### src/rtl/bcd_pkg.sv
// Shared BCD constants and the single-digit step function used by every digit slice.
package bcd_pkg;

  localparam logic [3:0] BCD_MAX  = 4'd9;
  localparam logic [3:0] BCD_ZERO = 4'd0;

  typedef struct packed {
    logic [3:0] digit;
    logic       carry;
  } bcd_step_t;

  // One increment/decrement of a BCD digit; carry doubles as borrow when counting down.
  function automatic bcd_step_t bcd_step(input logic [3:0] d, input logic up_dn);
    bcd_step_t r;
    if (up_dn) begin
      if (d >= BCD_MAX) begin
        r.digit = BCD_ZERO;
        r.carry = 1'b1;
      end else begin
        r.digit = d + 4'd1;
        r.carry = 1'b0;
      end
    end else begin
      if (d == BCD_ZERO) begin
        r.digit = BCD_MAX;
        r.carry = 1'b1;
      end else begin
        r.digit = (d > BCD_MAX) ? BCD_MAX - 4'd1 : d - 4'd1;
        r.carry = 1'b0;
      end
    end
    return r;
  endfunction

  function automatic logic [3:0] bcd_sat(input logic [3:0] d);
    return (d > BCD_MAX) ? BCD_MAX : d;
  endfunction

endpackage

### src/rtl/bcd_digit.sv
// One registered BCD digit with clear/load and a rippled carry/borrow chain.
module bcd_digit
  import bcd_pkg::*;
(
  input  logic       clk,
  input  logic       rst_n,
  input  logic       clr,
  input  logic       load,
  input  logic [3:0] load_digit,
  input  logic       en,
  input  logic       up_dn,
  input  logic       carry_in,
  output logic [3:0] digit,
  output logic       carry_out
);

  logic [3:0] digit_q, digit_d;
  bcd_step_t  nxt;

  always_comb begin
    nxt       = bcd_step(digit_q, up_dn);
    carry_out = en & carry_in & nxt.carry;
    digit_d   = digit_q;
    if (clr) begin
      digit_d = BCD_ZERO;
    end else if (load) begin
      digit_d = bcd_sat(load_digit);
    end else if (en && carry_in) begin
      digit_d = nxt.digit;
    end
  end

  always_ff @(posedge clk or negedge rst_n) begin
    if (!rst_n) begin
      digit_q <= BCD_ZERO;
    end else begin
      digit_q <= digit_d;
    end
  end

  assign digit = digit_q;

endmodule

### src/rtl/bcd_updown_counter.sv
// Multi-digit BCD up/down counter stepped by a free-running prescaler in the clk domain.
module bcd_updown_counter
  import bcd_pkg::*;
#(
  parameter int DIGITS   = 6,
  parameter int TICK_DIV = 500_000
) (
  input  logic                  clk,
  input  logic                  rst_n,
  input  logic                  run,
  input  logic                  up_dn,
  input  logic                  clr,
  input  logic                  load,
  input  logic [4*DIGITS-1:0]   load_data,
  output logic [4*DIGITS-1:0]   data,
  output logic                  tick,
  output logic                  wrap
);

  localparam int             PW         = $clog2(TICK_DIV);
  localparam logic [PW-1:0]  PRESC_LAST = PW'(TICK_DIV - 1);

  logic [PW-1:0] presc_q, presc_d;
  logic          tick_q, tick_d;
  logic          wrap_q, wrap_d;
  logic          step;
  logic [DIGITS:0] carry_c;

  // A step only happens when neither clr nor load claims the edge.
  always_comb begin
    step    = run && (presc_q == PRESC_LAST) && !clr && !load;
    presc_d = presc_q;
    if (clr || load) begin
      presc_d = '0;
    end else if (run) begin
      presc_d = (presc_q == PRESC_LAST) ? '0 : presc_q + PW'(1);
    end
    tick_d = step;
    wrap_d = step & carry_c[DIGITS];
  end

  always_ff @(posedge clk or negedge rst_n) begin
    if (!rst_n) begin
      presc_q <= '0;
      tick_q  <= 1'b0;
      wrap_q  <= 1'b0;
    end else begin
      presc_q <= presc_d;
      tick_q  <= tick_d;
      wrap_q  <= wrap_d;
    end
  end

  assign carry_c[0] = 1'b1;

  for (genvar i = 0; i < DIGITS; i++) begin : g_digit
    bcd_digit u_digit (
      .clk        (clk),
      .rst_n      (rst_n),
      .clr        (clr),
      .load       (load),
      .load_digit (load_data[4*i +: 4]),
      .en         (step),
      .up_dn      (up_dn),
      .carry_in   (carry_c[i]),
      .digit      (data[4*i +: 4]),
      .carry_out  (carry_c[i+1])
    );
  end

  assign tick = tick_q;
  assign wrap = wrap_q;

endmodule

### config.mk
export PLATFORM = sky130hd
export DESIGN_NAME = bcd_updown_counter
export DESIGN_NICKNAME = d
export VERILOG_FILES = /design/src/rtl/bcd_pkg.sv /design/src/rtl/bcd_digit.sv /design/src/rtl/bcd_updown_counter.sv
export SDC_FILE = /design/constraint.sdc
export NUM_CORES = 1
export LEC_CHECK = 0
export BUFFER_PORTS_ARGS = -buffer_cell sky130_fd_sc_hd__clkbuf_2
export CAP_MARGIN = 40
export CELL_PAD_IN_SITES_DETAIL_PLACEMENT = 1
export CELL_PAD_IN_SITES_GLOBAL_PLACEMENT = 1
export CORE_ASPECT_RATIO = 1.1
export CORE_MARGIN = 2
export CORE_UTILIZATION = 47
export DETAILED_ROUTE_END_ITERATION = 10
export PLACE_DENSITY = 0.89
export SYNTH_ARGS = -nofsm -noshare
export SYNTH_HDL_FRONTEND = slang
export SYNTH_SLANG_ARGS = --single-unit
### constraint.sdc
create_clock -name clk -period 6.5 [get_ports clk]
set_input_delay 1.3 -clock clk [delete_from_list [all_inputs] [get_ports clk]]
set_output_delay 1.3 -clock clk [all_outputs]
set_load 0.1 [all_outputs]
Word level (Yosys, flattened, before mapping)
Index checks and enable logic that the tools add are counted.
W data, S select, Z words.
Cells by class
  add/sub/neg operators: 13
  eq/ne operators: 1
  reductions and logical operators: 24
  order comparisons: 18
  multiplexer cells: 51
  bitwise logic cells: 12
Operators by type and width (count)
  $mux W4: 30
  $mux W5: 18
  $mux W19: 3
  $gt A4 B4 Y1 const B: 12
  $add A4 B1 Y4 const B: 6
  $ge A4 B4 Y1 const B: 6
  $logic_not A4 Y1: 6
  $sub A4 B1 Y4 const B: 6
  $add A19 B1 Y19 const B: 1
  $eq A19 B19 Y1 const B: 1
  $reduce_bool A3 Y1: 6
  $and A1 B1 Y1: 12
  $logic_and A1 B1 Y1: 8
  $logic_not A1 Y1: 2
  $reduce_bool A2 Y1: 1
  $logic_or A1 B1 Y1: 1
Storage, ports and cells
  input bits: 30
  bits in registers: 45
  output and inout bits: 26

Logic depth before layout (Yosys ltp)
  depth in word-level cells: 17
  depth in mapped cells: 8
  mapped depth without buffers: 7

Cells and area by module
A second synthesis with hierarchy kept.
Second synthesis, totals
  cell total of the unflattened synthesis: 502
  area, all modules: 4120.2 um^2
Modules (own cells, without submodules)
  bcd_digit: times used 6, sequential area each 100.1 um^2, cells an instance 62, area each 490.5 um^2
  bcd_updown_counter: times used 1, sequential area each 525.5 um^2, cells an instance 130, area each 1177.4 um^2

Worst setup path after synthesis
Ideal clock, no wire load.
  path type: input to register
  from: input port run
  to: register g_digit[3].u_digit.digit_q[0]
  required time: 6.374 ns
  slack: 3.638 ns
  stages: 7
  setup time: 0.126 ns
  data arrival time: 2.736 ns
  path through: buf_4 > or3b_1 > buf_6 > nor2_8 > nand4_4 > o21a_2 > mux2_4
Between the ends
  longest elaborated chain between the ends: 10
Ends and longest elaborated chain
  start, declared: RTL line bcd_updown_counter.sv:10  | input logic run,
  $logic_and A1 B1 Y1 (*) (3 in series): RTL line bcd_updown_counter.sv:31  | step = run && (presc_q == PRESC_LAST) && !clr && !load;
  $and A1 B1 Y1 (5 in series): RTL line bcd_digit.sv:22  | carry_out = en & carry_in & nxt.carry;
  $logic_and A1 B1 Y1 (*): RTL line bcd_digit.sv:28  | end else if (en && carry_in) begin
  $reduce_bool A3 Y1 (no source line) (*)
  end signal, assigned: RTL line bcd_digit.sv:37  | digit_q <= digit_d;
  end, declared: RTL line bcd_digit.sv:17  | logic [3:0] digit_q, digit_d;
Mark *: on every way between the ends. The rest lies on a longest branch, timed or not.
A chain may end at the register's enable or synchronous reset.

Worst setup path after layout
  from: input port up_dn
  to: register g_digit[4].u_digit.digit_q[3]
Between the ends
  longest elaborated chain between the ends: 10
  elaborated cells between the ends (all ways): 17
Ends and longest elaborated chain
  start, declared: RTL line bcd_updown_counter.sv:11  | input logic up_dn,
  $mux W5: RTL line bcd_pkg.sv:15  | if (up_dn) begin
  $and A1 B1 Y1 (7 in series): RTL line bcd_digit.sv:22
  $logic_and A1 B1 Y1: RTL line bcd_digit.sv:28
  $reduce_bool A3 Y1 (no source line)
  end signal, assigned: RTL line bcd_digit.sv:37
  end, declared: RTL line bcd_digit.sv:17
Parallel ways exist; a longest one is shown, timed or not. The select of a mux whose other input is x is not followed.

==> PnR_summary.wiki <==
{| class="wikitable"
! Metric !! Value
|-
| Number of setup violations in the final report || 0
|-
| Min-delay worst type || reg2reg
|-
| Setup TNS Final || 0 ns
|-
| Top Ports || 56
|-
| Timing-limited maximum frequency || 0.317 GHz
|-
| Filler Cell Count || 1073
|-
| Synth Cell Area || 4130 um2
|-
| Post-synth EDFFs || 0
|-
| Number of setup buffers added after CTS || 0
|-
| Worst relative slew slack || 0.457
|-
| Post-detail-place hpwl || 9.61 mm
|-
| Share of flip-flops with an asynchronous set or reset || 1.00
|-
| Total power consumption of the routed design || 0.886 mW
|-
| Final Core Density || 0.539
|-
| Internal power component || 0.514 mW
|-
| Run status || finished clean
|-
| Remaining routing DRC violations || 0
|-
| Kind of start point of the critical path || primary input
|-
| Post-synth top flop || dfrtp_1
|-
| Chip Width || 93.4 um
|-
| Slew @ Worst Pin || 0.814 ns
|-
| Cell types occupying the most area after synthesis || dfrtp_1 27%, ha_1 7.0%, o21ai_0 4.2%
|-
| Antenna violation net count after detailed routing || 0
|-
| Port Buffer Count || 55
|-
| Pin count of the biggest net entering global routing || 46
|-
| Multi-input combinational cell area || 2720 um2
|-
| Sequential fraction of design power || 0.365
|-
| Wire length of the first global-routing pass || 21.0 mm
|-
| FF/Latch Area || 1130 um2
|-
| Wire length reported by the detailed router || 12.8 mm
|-
| Leak pwr || 1.96 nW
|-
| Number of nets in the finished design || 602
|-
| Total of hold buffers inserted after clock tree synthesis || 0
|-
| Starting density of the core || 0.489
|-
| Max-slew violation count || 0
|-
| Total placed cells including tap cells || 653
|-
| Clock-pin slew on the worst setup and hold paths || 0.09 ns
|-
| Dominant cell by count in the synthesized netlist || dfrtp_1
|-
| Number of antenna violations at the first check in global routing || 0
|-
| Time the final worst path needs with I/O delays and setup || 3.16 ns
|-
| Largest area contributor in the synthesized netlist || dfrtp_1
|-
| Die ar. || 9560 um2
|-
| Portion of total power attributed to combinational logic || 0.389
|-
| IR drop worst, VDD || 0.0000903 V
|-
| Portion of the post-synthesis area used by sequential elements || 0.272
|-
| Count of H-tree levels built during CTS || 2
|-
| Via count of the first global-routing pass || 4311
|-
| Most instantiated cells after synthesis || 45 x dfrtp_1, 37 x inv_1, 36 x nand2_1
|-
| Kind of capture point of the worst setup path || register
|-
| First-pass detailed-route iteration total || 4
|-
| Share of layout cells above drive strength 1 || 0.156
|-
| Max cap viols || 0
|-
| Diodes inserted || 0
|-
| Final-layout worst hold slack || 0.538 ns
|-
| Final Hold Fails || 0
|-
| Critical setup path kind || in2reg
|-
| Final worst-path cycle share || 0.486
|-
| Cell area power density || 194 nW/um2
|-
| Switching share of total power || 0.420
|-
| Mapped Cells || 514
|-
| Per-instance average area after synthesis || 8.04 um2
|-
| Required @ worst endpoint || 6.70 ns
|-
| Switching power || 0.372 mW
|-
| Global router's overall resource usage || 0.275
|-
| Drt initial violations || 245
|-
| Arrival time worst endpoint || 3.36 ns
|-
| Reg-to-reg setup timing slack || 3.92 ns
|-
| Buffer type at the clock tree root || clkbuf_8
|-
| Global route total overflow || 0
|-
| Count of yosys warnings during synthesis || 0
|-
| Number of flip-flops and latches in the synthesized netlist || 45
|-
| Clock power share || 0.246
|-
| Routed wirelength normalized by instance count || 19.4 um
|-
| TritonCTS clock tree || yes
|-
| Unique cell type count in the Yosys netlist || 74
|-
| Core Rows || 35
|-
| Final std cells w/o fill || 661
|-
| Height of the chip || 102 um
|-
| Cell-by-cell trace of the critical path || clkbuf_2, buf_16, nor4b_2, a31oi_1, or2_2, o21ai_2, mux2_2
|-
| Unrepaired setup endpoints after global routing || no
|-
| Number of resized instances in the post-cts repair step || 0
|-
| Final weighted congestion in routability-driven placement || 0.923
|-
| CP top delay family || simple AND/OR/NAND/NOR gates
|-
| Largest stage delay, worst path || 0.38 ns
|-
| Via count || 4187
|-
| Share of Yosys cell area claimed by the top area cell type || 0.272
|-
| Max Fanout on Critical Path || 33
|-
| Launching instance or port of the critical path || up_dn
|-
| Area growth from synthesis to layout || 10.2%
|-
| Worst clock skew on the final layout || 0.00869 ns
|-
| Post-synth net total || 567
|-
| Beginning of the worst register-to-register path || g_digit[0].u_digit.digit[0]
|-
| Vias per cell || 6.33
|-
| Max stage delay cell, worst path || or2_2
|-
| Max clock buf depth || 2
|-
| Critical path buffer and inverter count || 2
|-
| Core area || 8450 um2
|-
| Insertion delay of the later-clocked pin in the worst-skew pair || 0.31 ns
|-
| Worst Hold Launch || presc_q[0]
|-
| Clk sinks || 45
|-
| Number of clock buffers inserted by TritonCTS || 5
|}
==> sequential cells by signal (all words and copies together), names as in the netlist <==
register / count
tick: 1
g_digit.u_digit.digit: 24
wrap: 1
presc_q: 19
==> final cells by class <==
class,instances,area share
Multi-Input combinational cell,401,0.596
Inverter,37,0.0305
Clock buffer,6,0.0159
Sequential cell,45,0.247
Tap cell,111,0.0305
Clock inverter,2,0.00851
Timing Repair Buffer,59,0.0714
==> routing by layer <==
layer	up-vias	share of wire	track usage	wire length, um
met5	-	0	0	0
met2	97	0.51	0.505	6600
met4	0	0.020	0.0928	262
met1	2093	0.43	0.332	5520
met3	21	0.035	0.0347	449
li1	1976	-	-	-
==> placed cells by master (no fill, tap or decap), types with 4 or more instances in the layout <==
cell / netlist / routed
a211oi_1: 11 / 11
a21o_1: 7 / 7
a21oi_1: 33 / 33
a22o_1: 4 / 4
a2bb2oi_1: 4 / 4
a311oi_1: 4 / 4
a31oi_1: 4 / 4
a32oi_1: 4 / 4
and3_1: 4 / 4
clkbuf_2: 0 / 55
clkbuf_8: 0 / 5
dfrtp_1: 45 / 45
ha_1: 23 / 23
inv_1: 37 / 37
mux2i_1: 7 / 7
nand2_1: 36 / 36
nand2b_1: 18 / 18
nand3_1: 17 / 17
nand4_1: 7 / 7
nor2_1: 34 / 34
nor2b_1: 6 / 6
nor3_1: 21 / 21
nor3b_1: 7 / 7
nor4_1: 5 / 5
nor4b_1: 4 / 4
o211ai_1: 5 / 5
o21a_1: 6 / 6
o21ai_0: 35 / 35
o21bai_1: 6 / 6
o22ai_1: 5 / 5
o311ai_0: 4 / 4
o31ai_1: 9 / 9
o32ai_1: 6 / 6
or2_2: 4 / 4
or3_1: 6 / 6
or3b_1: 4 / 4
==> worst paths after layout <==
check,endpoint,cells past startpoint
max reg2reg,g_digit[2].u_digit.digit[0],7
min,presc_q[0],1
max in group asynchronous,g_digit[4].u_digit.digit[3],2
min reg2reg,presc_q[0],1
max,g_digit[4].u_digit.digit[3],7
min in group asynchronous,presc_q[9],2
==> through the flow <==
stage,worst slack (ns),instance area (um2)
floorplan,3.64,4130
global placement,2.94,4410
detailed placement,3.03,4440
CTS,3.36,4560
global route,3.22,4560
finish,3.34,4560
==> cell families (layout without fill, tap and decap cells) <==
logic type	count (synthesis)	in the layout	share of synthesized area
fa+ha+maj	23	23	0.0696
xor+xnor	5	5	0.0106
simple gates	194	194	0.266
flops	45	45	0.272
buf+inv	68	104	0.0705
compound gates	167	167	0.279
mux	12	12	0.0324
==> power groups by stage <==
| stage | logic (mW) | clock network [mW] | registers [mW] |
|---|---|---|---|
| 6_report | 0.344 | 0.218 | 0.324 |
| 5_1_grt | 0.371 | 0.232 | 0.327 |
| 4_1_cts | 0.343 | 0.224 | 0.323 |
| 3_5_place_dp | 0.342 | 0 | 0.329 |
| 3_3_place_gp | 0.326 | 0 | 0.327 |
| 2_1_floorplan | 0.178 | 0 | 0.407 |
Note: power is estimated with default switching activity, not from simulation.
